**config.mk**
```make
export PLATFORM = sky130hd
export DESIGN_NAME = math_pipelined_alu
export DESIGN_NICKNAME = d
export VERILOG_FILES = /design/src/rtl/math_pipelined_alu.sv
export SDC_FILE = /design/constraint.sdc
export NUM_CORES = 1
export LEC_CHECK = 0
export CAP_MARGIN = 40
export CORE_ASPECT_RATIO = 0.7
export CORE_MARGIN = 3
export CORE_UTILIZATION = 45
export CTS_CLUSTER_SIZE = 28
export DETAILED_ROUTE_END_ITERATION = 12
export HOLD_SLACK_MARGIN = 0.12
export PLACE_DENSITY_LB_ADDON = 0.3
export RECOVER_POWER = 50
export SLEW_MARGIN = 20
export SYNTH_ARGS = -nofsm -noshare
export SYNTH_HDL_FRONTEND = slang
export SYNTH_SLANG_ARGS = --single-unit
```
**constraint.sdc**
```tcl
create_clock -name clk -period 9.35 [get_ports clk]
set_input_delay 1.87 -clock clk [delete_from_list [all_inputs] [get_ports clk]]
set_output_delay 1.87 -clock clk [all_outputs]
set_load 0.01 [all_outputs]
```
**src/rtl/math_pipelined_alu.sv**
```systemverilog
// Chunked, fully pipelined ALU. Each stage resolves one ALU_WIDTH-bit slice
// of the operation, so the longest carry chain is one chunk wide. Operands
// travel skewed ahead of the stage that consumes them; finished result chunks
// ride along until the last stage, so every bit of an operation emerges together.
module math_pipelined_alu #(
  parameter int WIDTH     = 16,
  parameter int LATENCY   = 4,
  parameter int TAG_WIDTH = 1
) (
  input  logic                 clk,
  input  logic                 rst,
  input  logic                 ce,
  input  logic                 in_valid,
  input  logic [2:0]           op,
  input  logic                 cin,
  input  logic [WIDTH-1:0]     I1,
  input  logic [WIDTH-1:0]     I2,
  input  logic [TAG_WIDTH-1:0] in_tag,
  output logic                 out_valid,
  output logic [WIDTH-1:0]     result,
  output logic                 cout,
  output logic                 ovf,
  output logic                 zero,
  output logic [TAG_WIDTH-1:0] out_tag
);

  localparam int LAT_EFF         = (LATENCY > WIDTH) ? WIDTH : LATENCY;
  localparam int ALU_WIDTH       = (WIDTH + LAT_EFF - 1) / LAT_EFF;
  localparam int CHUNK_COUNT     = (WIDTH + ALU_WIDTH - 1) / ALU_WIDTH;
  localparam int LAST_CHUNK_SIZE = WIDTH - (CHUNK_COUNT - 1) * ALU_WIDTH;
  // Operands are zero-padded to a whole number of chunks; the padding keeps
  // the carry out of bit WIDTH-1 visible at bit LAST_CHUNK_SIZE of the last sum.
  localparam int PAD_WIDTH       = CHUNK_COUNT * ALU_WIDTH;

  localparam logic [2:0] OP_ADD = 3'd0;
  localparam logic [2:0] OP_SUB = 3'd1;
  localparam logic [2:0] OP_AND = 3'd2;
  localparam logic [2:0] OP_OR  = 3'd3;
  localparam logic [2:0] OP_XOR = 3'd4;

  // c holds the carry out of the stage that produced the record; for SUB it
  // is an inverted borrow because subtraction runs as I1 + ~I2 + ~cin.
  typedef struct packed {
    logic                 valid;
    logic [2:0]           op;
    logic [TAG_WIDTH-1:0] tag;
    logic [PAD_WIDTH-1:0] a;
    logic [PAD_WIDTH-1:0] b;
    logic [PAD_WIDTH-1:0] res;
    logic                 c;
    logic                 z;
    logic                 sa;
    logic                 sb;
    logic                 cout;
    logic                 ovf;
  } stage_t;

  stage_t in_stage;
  stage_t link [CHUNK_COUNT+1];
  stage_t last;
  logic   unused_last;

  // Normalise the incoming operation; empty slots carry all-zero data so
  // bubbles never propagate X.
  always_comb begin
    in_stage = '0;
    if (in_valid) begin
      in_stage.valid            = 1'b1;
      in_stage.op               = (op > OP_XOR) ? OP_ADD : op;
      in_stage.tag              = in_tag;
      in_stage.a[WIDTH-1:0]     = I1;
      in_stage.b[WIDTH-1:0]     = (op == OP_SUB) ? ~I2 : I2;
      in_stage.c                = (op == OP_SUB) ? ~cin : cin;
      in_stage.z                = 1'b1;
      in_stage.sa               = I1[WIDTH-1];
      in_stage.sb               = I2[WIDTH-1];
    end
  end

  assign link[0] = in_stage;

  for (genvar s = 0; s < CHUNK_COUNT; s++) begin : g_stage
    localparam int CB = (s == CHUNK_COUNT - 1) ? LAST_CHUNK_SIZE : ALU_WIDTH;
    localparam logic [ALU_WIDTH-1:0] CH_MASK = {ALU_WIDTH{1'b1}} >> (ALU_WIDTH - CB);

    stage_t                 prev;
    stage_t                 st_d;
    stage_t                 st_q;
    logic [ALU_WIDTH:0]     sum;
    logic [ALU_WIDTH-1:0]   a_c;
    logic [ALU_WIDTH-1:0]   b_c;
    logic [ALU_WIDTH-1:0]   ch_raw;
    logic [ALU_WIDTH-1:0]   ch;
    logic                   sr;
    logic                   unused_sum;

    assign prev       = link[s];
    assign unused_sum = ^sum;

    // Resolve chunk s, fold it into the zero flag, and form final flags
    // (only the last stage's flags reach the outputs).
    always_comb begin
      st_d   = prev;
      a_c    = prev.a[s*ALU_WIDTH +: ALU_WIDTH];
      b_c    = prev.b[s*ALU_WIDTH +: ALU_WIDTH];
      sum    = {1'b0, a_c} + {1'b0, b_c} + {{ALU_WIDTH{1'b0}}, prev.c};
      case (prev.op)
        OP_AND:  ch_raw = a_c & b_c;
        OP_OR:   ch_raw = a_c | b_c;
        OP_XOR:  ch_raw = a_c ^ b_c;
        default: ch_raw = sum[ALU_WIDTH-1:0];
      endcase
      ch     = ch_raw & CH_MASK;
      sr     = ch[CB-1];
      st_d.res[s*ALU_WIDTH +: ALU_WIDTH] = ch;
      st_d.c    = sum[CB];
      st_d.z    = prev.z & (ch == '0);
      st_d.cout = 1'b0;
      st_d.ovf  = 1'b0;
      case (prev.op)
        OP_ADD: begin
          st_d.cout = sum[CB];
          st_d.ovf  = (prev.sa == prev.sb) && (sr != prev.sa);
        end
        OP_SUB: begin
          st_d.cout = ~sum[CB];
          st_d.ovf  = (prev.sa != prev.sb) && (sr != prev.sa);
        end
        default: ;
      endcase
    end

    // Stage register; reset wins over ce and drops in-flight operations.
    always_ff @(posedge clk) begin
      if (rst) begin
        st_q <= '0;
      end else if (ce) begin
        st_q <= st_d;
      end
    end

    assign link[s+1] = st_q;
  end

  assign last        = link[CHUNK_COUNT];
  assign out_valid   = last.valid;
  assign result      = last.res[WIDTH-1:0];
  assign cout        = last.cout;
  assign ovf         = last.ovf;
  assign zero        = last.z;
  assign out_tag     = last.tag;
  assign unused_last = ^last;

endmodule

```
==> summary.txt, run 1 <==
STA
  • Final Hold Fails: 0
  • Fin Clk Skew: roughly 0.0075 ns
  • Setup violators final: 0
  • Tcrit/Tclk final: between 60% and 70%
  • RSZ-0062 raised after global routing: no
  • Hold_ws: 0.460 ns
  • Total negative slack: 0 ns
  • Worst setup margin: between 3 and 4 ns
  • Crit path time final: approximately 6.3 ns
  • Actual slew at the worst max-slew pin: between 2 and 3 ns
  • Final slew viol count: between 50 and 60
  • Rel. slew slack: -99.8%
  • F_max: roughly 0.16 GHz

Layout
  • Final core utilization: about 57%
  • Share of layout cells above drive strength 1: 6.58%
  • Final Non-Filler Cells: a little under 900
  • Post-layout nets: 782
  • Final Cell Area: just over 0.007 sq mm
  • Syn-to-layout area delta: 20.9%
  • # diodes: 0
  • Filler Cells Inserted: around 1,100

Place
  • GPL Wtd Cong: 0.868
  • Placement Cell Area: roughly 0.0066 sq mm
  • Placed Instances: between 800 and 900
  • Buffers on Ports: roughly 60
  • HPWL after DPL: between 8 and 9 mm
  • Post-Place Setup Slack: 3.77 ns

Pwr
  • Pwr dens: around 180 mW/mm^2
  • Pwr Total: approximately 1.3 mW
  • Peak supply drop: around 0.13 mV
  • LEAKAGE: 3.07 nW

Status
  • Failing checks: max-capacitance violations, max-slew violations
  • Outcome: finished, violations left

Die
  • CORE AREA: 0.0126 sq mm
  • Ports: between 60 and 70
  • Initial Utilization: between 40% and 50%
  • Die ar.: between 0.01 and 0.015 sq mm
  • # rows: 34
  • Die Ht: between 100 and 150 um
  • Die X: ~140 um

Route
  • WL/cell: 14.4 um
  • Iteration-0 DRC Markers: approximately 200
  • Final wirelength: between 10 and 15 mm
  • Antenna-violating nets left: 0
  • Detailed Routing Iterations Pass 1: 5
  • DRC viols: 0
  • Via-to-Cell Ratio: between 5 and 6
  • Routed vias: around 4,600

Setup path
  • Reg2Reg Setup Slack: around 7 ns
  • CP max stage cell: clkbuf_1
  • Crit Path Max Fanout: 50
  • Endpoint type of the worst setup path: flip-flop
  • Crit start category: primary input
  • Worst reg2reg startpoint: g_stage[2].st_q[34]
  • Critical setup path kind: primary input to flip-flop
  • Critical Path RT: 9.69 ns
  • Max incr delay on CP: approximately 2.1 ns
  • CP Data Arrival Time: between 6 and 7 ns
  • R2r endpoint: zero
  • CP cell instances: clkbuf_1 > clkinv_1 > or4_1 > a21oi_1
  • R2r worst-path depth: 7

Yosys
  • Register area share after synthesis: between 30% and 40%
  • Ys Warns: 0
  • Avg Inst Size Synth: 8.99 sq um
  • Most common flop cell mapped by yosys: dfxtp_1
  • Area contributors post-synth: dfxtp_1, mux2i_1, nor2_1
  • Post-synth EDFFs: 0
  • Area share of the largest cell type after synthesis: around 40%
  • Cells after Synth: roughly 660
  • FF+latch count, synth: approximately 120
  • Most frequent cell after synthesis: nor2_1
  • Cell taking the most area after synthesis: dfxtp_1
  • Top cells by count, synth: nor2_1, dfxtp_1, mux2i_1
  • FFs w/ async S/R, synth: 0%
  • Post-synthesis cell area: 0.00592 sq mm
  • Post-Syn Nets: 739
  • Number of unique standard cell types used by synthesis: 58

Clock tree
  • Post-CTS setup buffers: 0
  • Later-pin clock latency in the skew report: between 0.4 and 0.5 ns
  • CTS tree: done
  • Clock transition at the registers of the reported paths: approximately 0.050 ns
  • H-tree depth: 4
  • CTS Sinks: approximately 120
  • CTS Hold Bufs: 0
  • Max Buffers Root-to-Sink: 2
  • Clock Root Buffer: clkbuf_16
  • Post-CTS resize count: 0
  • Num CTS Buffers: 17

Global route
  • Largest net degree at the start of global routing: between 60 and 70
  • GRT Util Overall: ~18%
  • Initial antenna violation count: 0
  • Number of global-route vias before repair: ~4,500
  • First-pass GRT wire length: between 20 and 25 mm
  • GRT overflow: 0

Flow run
  • Max_cap viols: 1

Worst hold path
  • Min-Delay Endpoint: g_stage[1].st_q[4]
  • Hold Startpoint: g_stage[1].st_q[4]
  • Min-Delay Path Class: flip-flop to flip-flop
  • Hold path depth: 2
## metal layers
| metal | vias to the layer above | routed length, um | global-route usage (%) |
|---|---|---|---|
| met4 | 0 | 133 | 7.01 |
| met5 | - | 0 | 0 |
| met1 | 2149 | 6170 | 24.0 |
| li1 | 2343 | - | - |
| met2 | 109 | 5760 | 28.6 |
| met3 | 13 | 544 | 4.91 |
## worst max-delay path by stage
stage / from / to / slack (ns) / cells past startpoint
after global placement: op[0] / g_stage[0].st_q[4] / 3.90 / 13
after global routing: ce / cout / 2.57 / 4
after CTS: op[0] / g_stage[0].st_q[4] / 4.19 / 13
after detailed placement: op[0] / g_stage[0].st_q[4] / 3.77 / 13
after floorplan: op[0] / g_stage[0].st_q[4] / 4.70 / 14
final: ce / cout / 3.07 / 4
## layout make-up
class                      instances  area [sq um]  share of cell area [%]
clock buffer                      17           425                    5.94
clock inverter                    15           156                    2.19
inverter                          45           169                    2.36
multi-input combinational        454          3210                    44.9
sequential                       117          2340                    32.7
tap                              162           203                    2.83
timing repair buffer              66           647                    9.04
## cell usage in the layout (no fill, tap or decap), types with 4 or more instances in the layout
cell type	instances
nand3_1	5
nand2_1	24
o21ai_0	13
clkbuf_16	17
a21oi_1	25
dfxtp_1	117
o211ai_1	4
nor2b_1	9
clkinvlp_4	5
nand2b_1	13
and2_1	6
nor2_1	122
xor2_1	15
xnor2_1	5
nor3_1	7
dlygate4sd3_1	19
inv_1	44
clkdlybuf4s50_1	40
ha_1	32
a211oi_1	10
mux2i_1	67
a22oi_1	28
buf_4	5
a21o_1	4
fa_1	8
## sequential cells by signal, indices dropped and copies added, names as in the netlist
register	count
zero	1
g_stage.st_q	96
cout	1
out_tag	1
out_valid	1
ovf	1
result	16
## critical path: cells and delay by family
| family | cells | cell delay, ns |
|---|---|---|
| and+or+nand+nor | 1 | 0.80 |
| AOI/OAI and AO/OA | 1 | 0.16 |
| buffers and inverters | 2 | 3.77 |
## report_power, final
group	total, mW	switching (mW)	internal (mW)
logic	0.124	0.0647	0.0596
clock network	0.631	0.238	0.393
registers	0.526	0.0112	0.515
## logic make-up (layout without fill, tap and decap cells)
kind of cell             Yosys count  after routing  synth area share (%)
XOR/XNOR                          20             20                  2.96
flip-flops                       117            117                  39.6
buffers and inverters             87            143                  6.11
multiplexers                      69             69                  11.7
adder cells (fa/ha/maj)           40             40                  9.47
AO/OA/AOI/OAI                    114            114                  13.4
AND/OR/NAND/NOR                  211            211                  16.7
No activity file was read; power rests on OpenSTA's default activity.
==> inputs of run 2 (changes only) <==
==> constraint.sdc (replaced) <==
create_clock -name clk -period 5.7 [get_ports clk]
set_input_delay 1.14 -clock clk [delete_from_list [all_inputs] [get_ports clk]]
set_output_delay 1.14 -clock clk [all_outputs]
set_load 0.01 [all_outputs]
==> summary.txt, run 2 (same netlist as run 1, synthesis figures left out) <==
Status
  • Outcome: finished, violations left
  • Failing checks: max-capacitance violations, max-slew violations

Layout
  • Post-layout nets: 782 (unchanged)
  • Final Cell Area: 0.00718 sq mm (+0.28%)
  • Share of layout cells above drive strength 1: 6.44% (-0.14 points)
  • Filler Cells Inserted: 1,110 (+0.63%)
  • Commonest non-fill, non-tap cell in the layout: nor2_1
  • # diodes: 0 (unchanged)
  • Most frequent cells in the layout: nor2_1, dfxtp_1, mux2i_1
  • Syn-to-layout area delta: 21.3%
  • Largest register FFs: 96 (unchanged)
  • Largest Register: g_stage.st_q

Route
  • Routed vias: 4,620 (+0.13%)
  • Final wirelength: 12.4 mm (-1.5%)
  • WL/cell: 14.2 um (-1.5%)
  • Antenna-violating nets left: 0 (unchanged)
  • Iteration-0 DRC Markers: 230 (+17%)
  • Detailed Routing Iterations Pass 1: 4 (-1)
  • DRC viols: 0 (unchanged)
  • Via-to-Cell Ratio: 5.27 (+0.13%)

Setup path
  • Critical Path RT: 6.02 ns (-3.67 ns)
  • Top Family by Delay on Critical Path: buffers and inverters
  • CP max stage cell: clkbuf_1
  • Crit start category: primary input
  • Buf+Inv Stages, Crit Path: 2 (unchanged)
  • Endpoint type of the worst setup path: flip-flop
  • Critical setup path kind: primary input to flip-flop
  • Reg2Reg Setup Slack: 3.42 ns (-3.62 ns)
  • CP cell instances: clkbuf_1 > and2_1 > buf_4 > a22oi_1 > nor2_1
  • CP Data Arrival Time: 4.81 ns (-1.81 ns)
  • Crit Path Max Fanout: 57 (+14%)
  • Max incr delay on CP: 2.21 ns (+0.12 ns)

STA
  • Setup violators final: 0 (unchanged)
  • Rel. slew slack: -113% (-13 points)
  • RSZ-0062 raised after global routing: no
  • Final slew viol count: 127 (+150%)
  • Final Hold Fails: 0 (unchanged)
  • Hold_ws: 0.462 ns (+0.00243 ns)
  • Total negative slack: 0 ns (unchanged)
  • Actual slew at the worst max-slew pin: 3.19 ns (+0.197 ns)
  • F_max: approximately 0.22 GHz
  • Tcrit/Tclk final: ~79%
  • Crit path time final: around 4.5 ns
  • Worst setup margin: 1.21 ns (-1.86 ns)
  • Fin Clk Skew: 0.0270 ns (+0.0195 ns)

Pwr
  • Pwr dens: 303 mW/mm^2 (+69%)
  • Pwr Total: 2.17 mW (+70%)
  • LEAKAGE: 3.09 nW (+0.55%)
  • Peak supply drop: 0.216 mV (+63%)

Flow run
  • Max_cap viols: 2 (+1)

Global route
  • GR Util met2: 27.8% (-0.72 points)
  • GRT Util Overall: 17.9% (-0.31 points)
  • Initial antenna violation count: 0 (unchanged)
  • GRT overflow: 0 (unchanged)
  • Busiest grt layer: met2
  • Grt met3 use: 5.14% (+0.23 points)
  • Largest net degree at the start of global routing: 69 (+9.5%)
  • Number of global-route vias before repair: 4,455 (-0.31%)
  • Routing usage on met1: 24.4% (+0.35 points)
  • First-pass GRT wire length: 21.2 mm (about the same)

Worst hold path
  • Min-Delay Path Class: flip-flop to flip-flop

Place
  • Post-Place Setup Slack: 0.857 ns (-2.91 ns)
  • HPWL after DPL: 8.48 mm (-2.4%)
  • GPL Wtd Cong: 0.831 (-4.2%)
  • Placement Cell Area: 0.00658 sq mm (-0.11%)
  • Buffers on Ports: 61 (unchanged)

Clock tree
  • Post-CTS setup buffers: 0 (unchanged)
  • Clock transition at the registers of the reported paths: 0.06 ns (about the same)
  • Num CTS Buffers: 17 (unchanged)
  • Clock Root Buffer: clkbuf_16
  • Max Buffers Root-to-Sink: 2 (unchanged)
  • H-tree depth: 4 (unchanged)
  • CTS Sinks: 117 (unchanged)
  • CTS Hold Bufs: 0 (unchanged)
  • CTS tree: done
  • Later-pin clock latency in the skew report: 0.42 ns (about the same)
  • Post-CTS resize count: 0 (unchanged)

Die
  • Initial Utilization: 46.8% (unchanged)
  • CORE AREA: 0.0126 sq mm (unchanged)
  • # rows: 34 (unchanged)
  • Die ar.: 0.0146 sq mm (unchanged)
  • Die X: 143 um (unchanged)
  • Ports: 62 (unchanged)
  • Die Ht: 102 um (unchanged)
-- run 2: cell count changes in the layout (fill, tap and decap cells not counted), moves of 2 or more --
cell             change
clkdlybuf4s50_1      -2
clkinv_2             -3
clkinvlp_4           -3
dlygate4sd3_1        +2
inv_6                +4
-- run 2: metal layers --
layer  share of wire, %  up-vias  wire length (um)
li1                   -     2337                 -
met5                  0        -                 0
met3                5.3        7               660
met2                 45       96              5600
met4               0.48        0                60
met1                 49     2180              6100
-- run 2: cell type report --
| class | instances | area [sq um] | share of cell area [%] |
|---|---|---|---|
| clock buffer | 17 | 425 | 5.93 |
| clock inverter | 15 | 193 | 2.68 |
| inverter | 45 | 169 | 2.35 |
| multi-input combinational | 454 | 3210 | 44.8 |
| sequential | 117 | 2340 | 32.6 |
| tap | 162 | 203 | 2.82 |
| timing repair buffer | 66 | 633 | 8.82 |
-- run 2: power breakdown --
group	internal (mW)	total, mW	leakage [nW]	switching, mW
Combinational	0.0970	0.202	1.84	0.105
Sequential	0.845	0.863	0.951	0.0184
Clock	0.698	1.11	0.296	0.411
Total	1.64	2.17	3.09	0.534
-- run 2: worst min-delay path, stage by stage, from the launching register on --
cell and delay (ns):
dfxtp_1 0.31, nand2_1 0.06, a21oi_1 0.05
-- run 2: worst paths after layout --
kind	start	endpoint	cells after the start
max	ce	g_stage[0].st_q[33]	5
max reg2reg	g_stage[2].st_q[34]	zero	7
min reg2reg	cout	cout	2
min	cout	cout	2
-- run 2: through the flow --
step / instances / util (%)
finish: 876 / 56.8
global route: 876 / 56.8
CTS: 876 / 56.9
detailed placement: 844 / 52.0
global placement: 844 / 52.0
floorplan: 658 / -
==> inputs of run 3 (changes only) <==
==> constraint.sdc (replaced) <==
create_clock -name clk -period 4.6 [get_ports clk]
set_input_delay 0.92 -clock clk [delete_from_list [all_inputs] [get_ports clk]]
set_output_delay 0.92 -clock clk [all_outputs]
set_load 0.01 [all_outputs]
==> summary.txt, run 3 (same netlist as run 1, synthesis figures left out) <==
Route
  • Antenna-violating nets left: 0 (unchanged)
  • Iteration-0 DRC Markers: 232 (+0.87%)
  • WL/cell: 14.0 um (-0.96%)
  • Via-to-Cell Ratio: 5.25 (-0.54%)
  • DRC viols: 0 (unchanged)
  • Final wirelength: 12.3 mm (-0.62%)
  • Detailed Routing Iterations Pass 1: 4 (unchanged)
  • Routed vias: 4,611 (-0.19%)

STA
  • Final slew viol count: 36 (-72%)
  • Tcrit/Tclk final: approximately 83%
  • F_max: roughly 0.26 GHz
  • Setup violators final: 0 (unchanged)
  • Rel. slew slack: -30.6% (+82 points)
  • RSZ-0062 raised after global routing: no
  • Actual slew at the worst max-slew pin: 1.96 ns (-1.24 ns)
  • Fin Clk Skew: 0.00817 ns (-0.0188 ns)
  • Final Hold Fails: 0 (unchanged)
  • Crit path time final: 3.84 ns
  • Total negative slack: 0 ns (unchanged)

Setup path
  • Critical setup path kind: primary input to flip-flop
  • Crit Path Max Fanout: 7 (-88%)
  • R2r worst-path depth: 7 (unchanged)
  • Worst reg2reg startpoint: g_stage[2].st_q[34]
  • Critical Path RT: 4.89 ns (-1.13 ns)
  • Crit start category: primary input
  • CP Data Arrival Time: 4.13 ns (-0.68 ns)
  • Reg2Reg Setup Slack: 2.33 ns (-1.09 ns)
  • R2r endpoint: zero
  • Critical Path End: g_stage[0].st_q[4]
  • Critical Path Source: op[2]
  • Endpoint type of the worst setup path: flip-flop

Layout
  • Largest Register: g_stage.st_q
  • Largest register FFs: 96 (unchanged)
  • Commonest non-fill, non-tap cell in the layout: nor2_1
  • Post-layout nets: 786 (+0.51%)
  • Final Cell Area: 0.00719 sq mm (+0.19%)
  • Syn-to-layout area delta: 21.5%
  • Final core utilization: 56.9% (+0.11 points)
  • # diodes: 0 (unchanged)
  • Filler Cells Inserted: 1,079 (-2.8%)
  • Share of layout cells above drive strength 1: 6.83% (+0.39 points)
  • Most frequent cells in the layout: nor2_1, dfxtp_1, mux2i_1

Pwr
  • Peak supply drop: 0.277 mV (+28%)
  • Pwr dens: 366 mW/mm^2 (+21%)
  • LEAKAGE: 3.04 nW (-1.5%)
  • Pwr Total: 2.63 mW (+21%)

Clock tree
  • CTS Hold Bufs: 0 (unchanged)
  • Num CTS Buffers: 17 (unchanged)
  • Max Buffers Root-to-Sink: 2 (unchanged)
  • H-tree depth: 4 (unchanged)
  • Post-CTS resize count: 0 (unchanged)
  • Later-pin clock latency in the skew report: 0.41 ns (about the same)
  • CTS Sinks: 117 (unchanged)
  • Post-CTS setup buffers: 0 (unchanged)
  • CTS tree: done
  • Clock Root Buffer: clkbuf_16
  • Clock transition at the registers of the reported paths: 0.05 ns (about the same)

Status
  • Failing checks: max-capacitance violations, max-slew violations
  • Outcome: finished, violations left

Place
  • Buffers on Ports: 61 (unchanged)
  • Placement Cell Area: 0.00661 sq mm (+0.46%)
  • HPWL after DPL: 8.74 mm (+3.1%)
  • GPL Wtd Cong: 0.860 (+3.5%)

Die
  • Die Ht: 102 um (unchanged)
  • Ports: 62 (unchanged)
  • Die X: 143 um (unchanged)
  • # rows: 34 (unchanged)
  • Die ar.: 0.0146 sq mm (unchanged)
  • Initial Utilization: 46.8% (unchanged)
  • CORE AREA: 0.0126 sq mm (unchanged)

Global route
  • GRT Util Overall: 18.0% (+0.12 points)
  • Largest net degree at the start of global routing: 49 (-29%)
  • Initial antenna violation count: 0 (unchanged)
  • GRT overflow: 0 (unchanged)
  • First-pass GRT wire length: 21.1 mm (-0.36%)
  • Number of global-route vias before repair: 4,405 (-1.1%)

Worst hold path
  • Min-Delay Path Class: flip-flop to flip-flop

Flow run
  • Max_cap viols: 1 (-1)
run 3: cell count changes in the layout (fill, tap and decap cells not counted), sizes merged:
cell	change
clkdlybuf4s50	+21
inv	-7
buf	+5
clkbuf	+3
dlygate4sd3	-21
clkinv	+2
run 3: per-stage QoR:
step / setup slack [ns] / std cells / hold WS [ns]
after floorplan: 0.897 / 658 / 0.419
after global placement: 0.503 / 848 / 0.450
after detailed placement: 0.357 / 848 / 0.465
after CTS: 0.774 / 879 / 0.468
after global routing: 0.570 / 879 / 0.491
final: 0.764 / 879 / 0.469
run 3: layer usage:
metal / wire length [um] / vias up / GRT usage, %
li1: - / 2340 / -
met2: 5560 / 106 / 28.1
met4: 61 / 0 / 4.24
met1: 6120 / 2157 / 24.4
met3: 603 / 8 / 5.85
met5: 0 / - / 0
run 3: cell type report:
type                            instances  area, sq um  area share (%)
Sequential cell                       117         2340            32.6
Tap cell                              162          203            2.82
Inverter                               45          169            2.35
Clock inverter                         10          130            1.81
Multi-Input combinational cell        454         3220            44.8
Timing Repair Buffer                   70          667            9.27
Clock buffer                           21          460            6.40
run 3: how the worst min path moves through the flow:
| stage | depth (start not counted) | startpoint | end | slack (ns) |
|---|---|---|---|---|
| 4_1_cts | 2 | g_stage[1].st_q[4] | g_stage[1].st_q[4] | 0.47 |
| 3_5_place_dp | 2 | g_stage[1].st_q[4] | g_stage[1].st_q[4] | 0.46 |
| 5_1_grt | 2 | g_stage[1].st_q[4] | g_stage[1].st_q[4] | 0.49 |
| 2_1_floorplan | 2 | g_stage[1].st_q[4] | g_stage[1].st_q[4] | 0.42 |
| 6_report | 2 | g_stage[1].st_q[4] | g_stage[1].st_q[4] | 0.47 |
| 3_3_place_gp | 2 | g_stage[1].st_q[4] | g_stage[1].st_q[4] | 0.45 |
run 3: report_power, final:
group	switching, mW	internal (mW)	total [mW]
Sequential	0.0229	1.05	1.07
Combinational	0.131	0.122	0.253
Clock	0.436	0.871	1.31
run 3: critical path: stages:
cell and delay [ns]:
clkdlybuf4s50_1 0.51, nor3b_2 0.35, xnor2_1 0.15, nand2b_1 0.15, inv_1 0.09, fa_1 0.43, inv_1 0.08, fa_1 0.43
or2_2 0.31, a21oi_1 0.15, a311oi_1 0.09, and4b_1 0.23, a32o_1 0.24
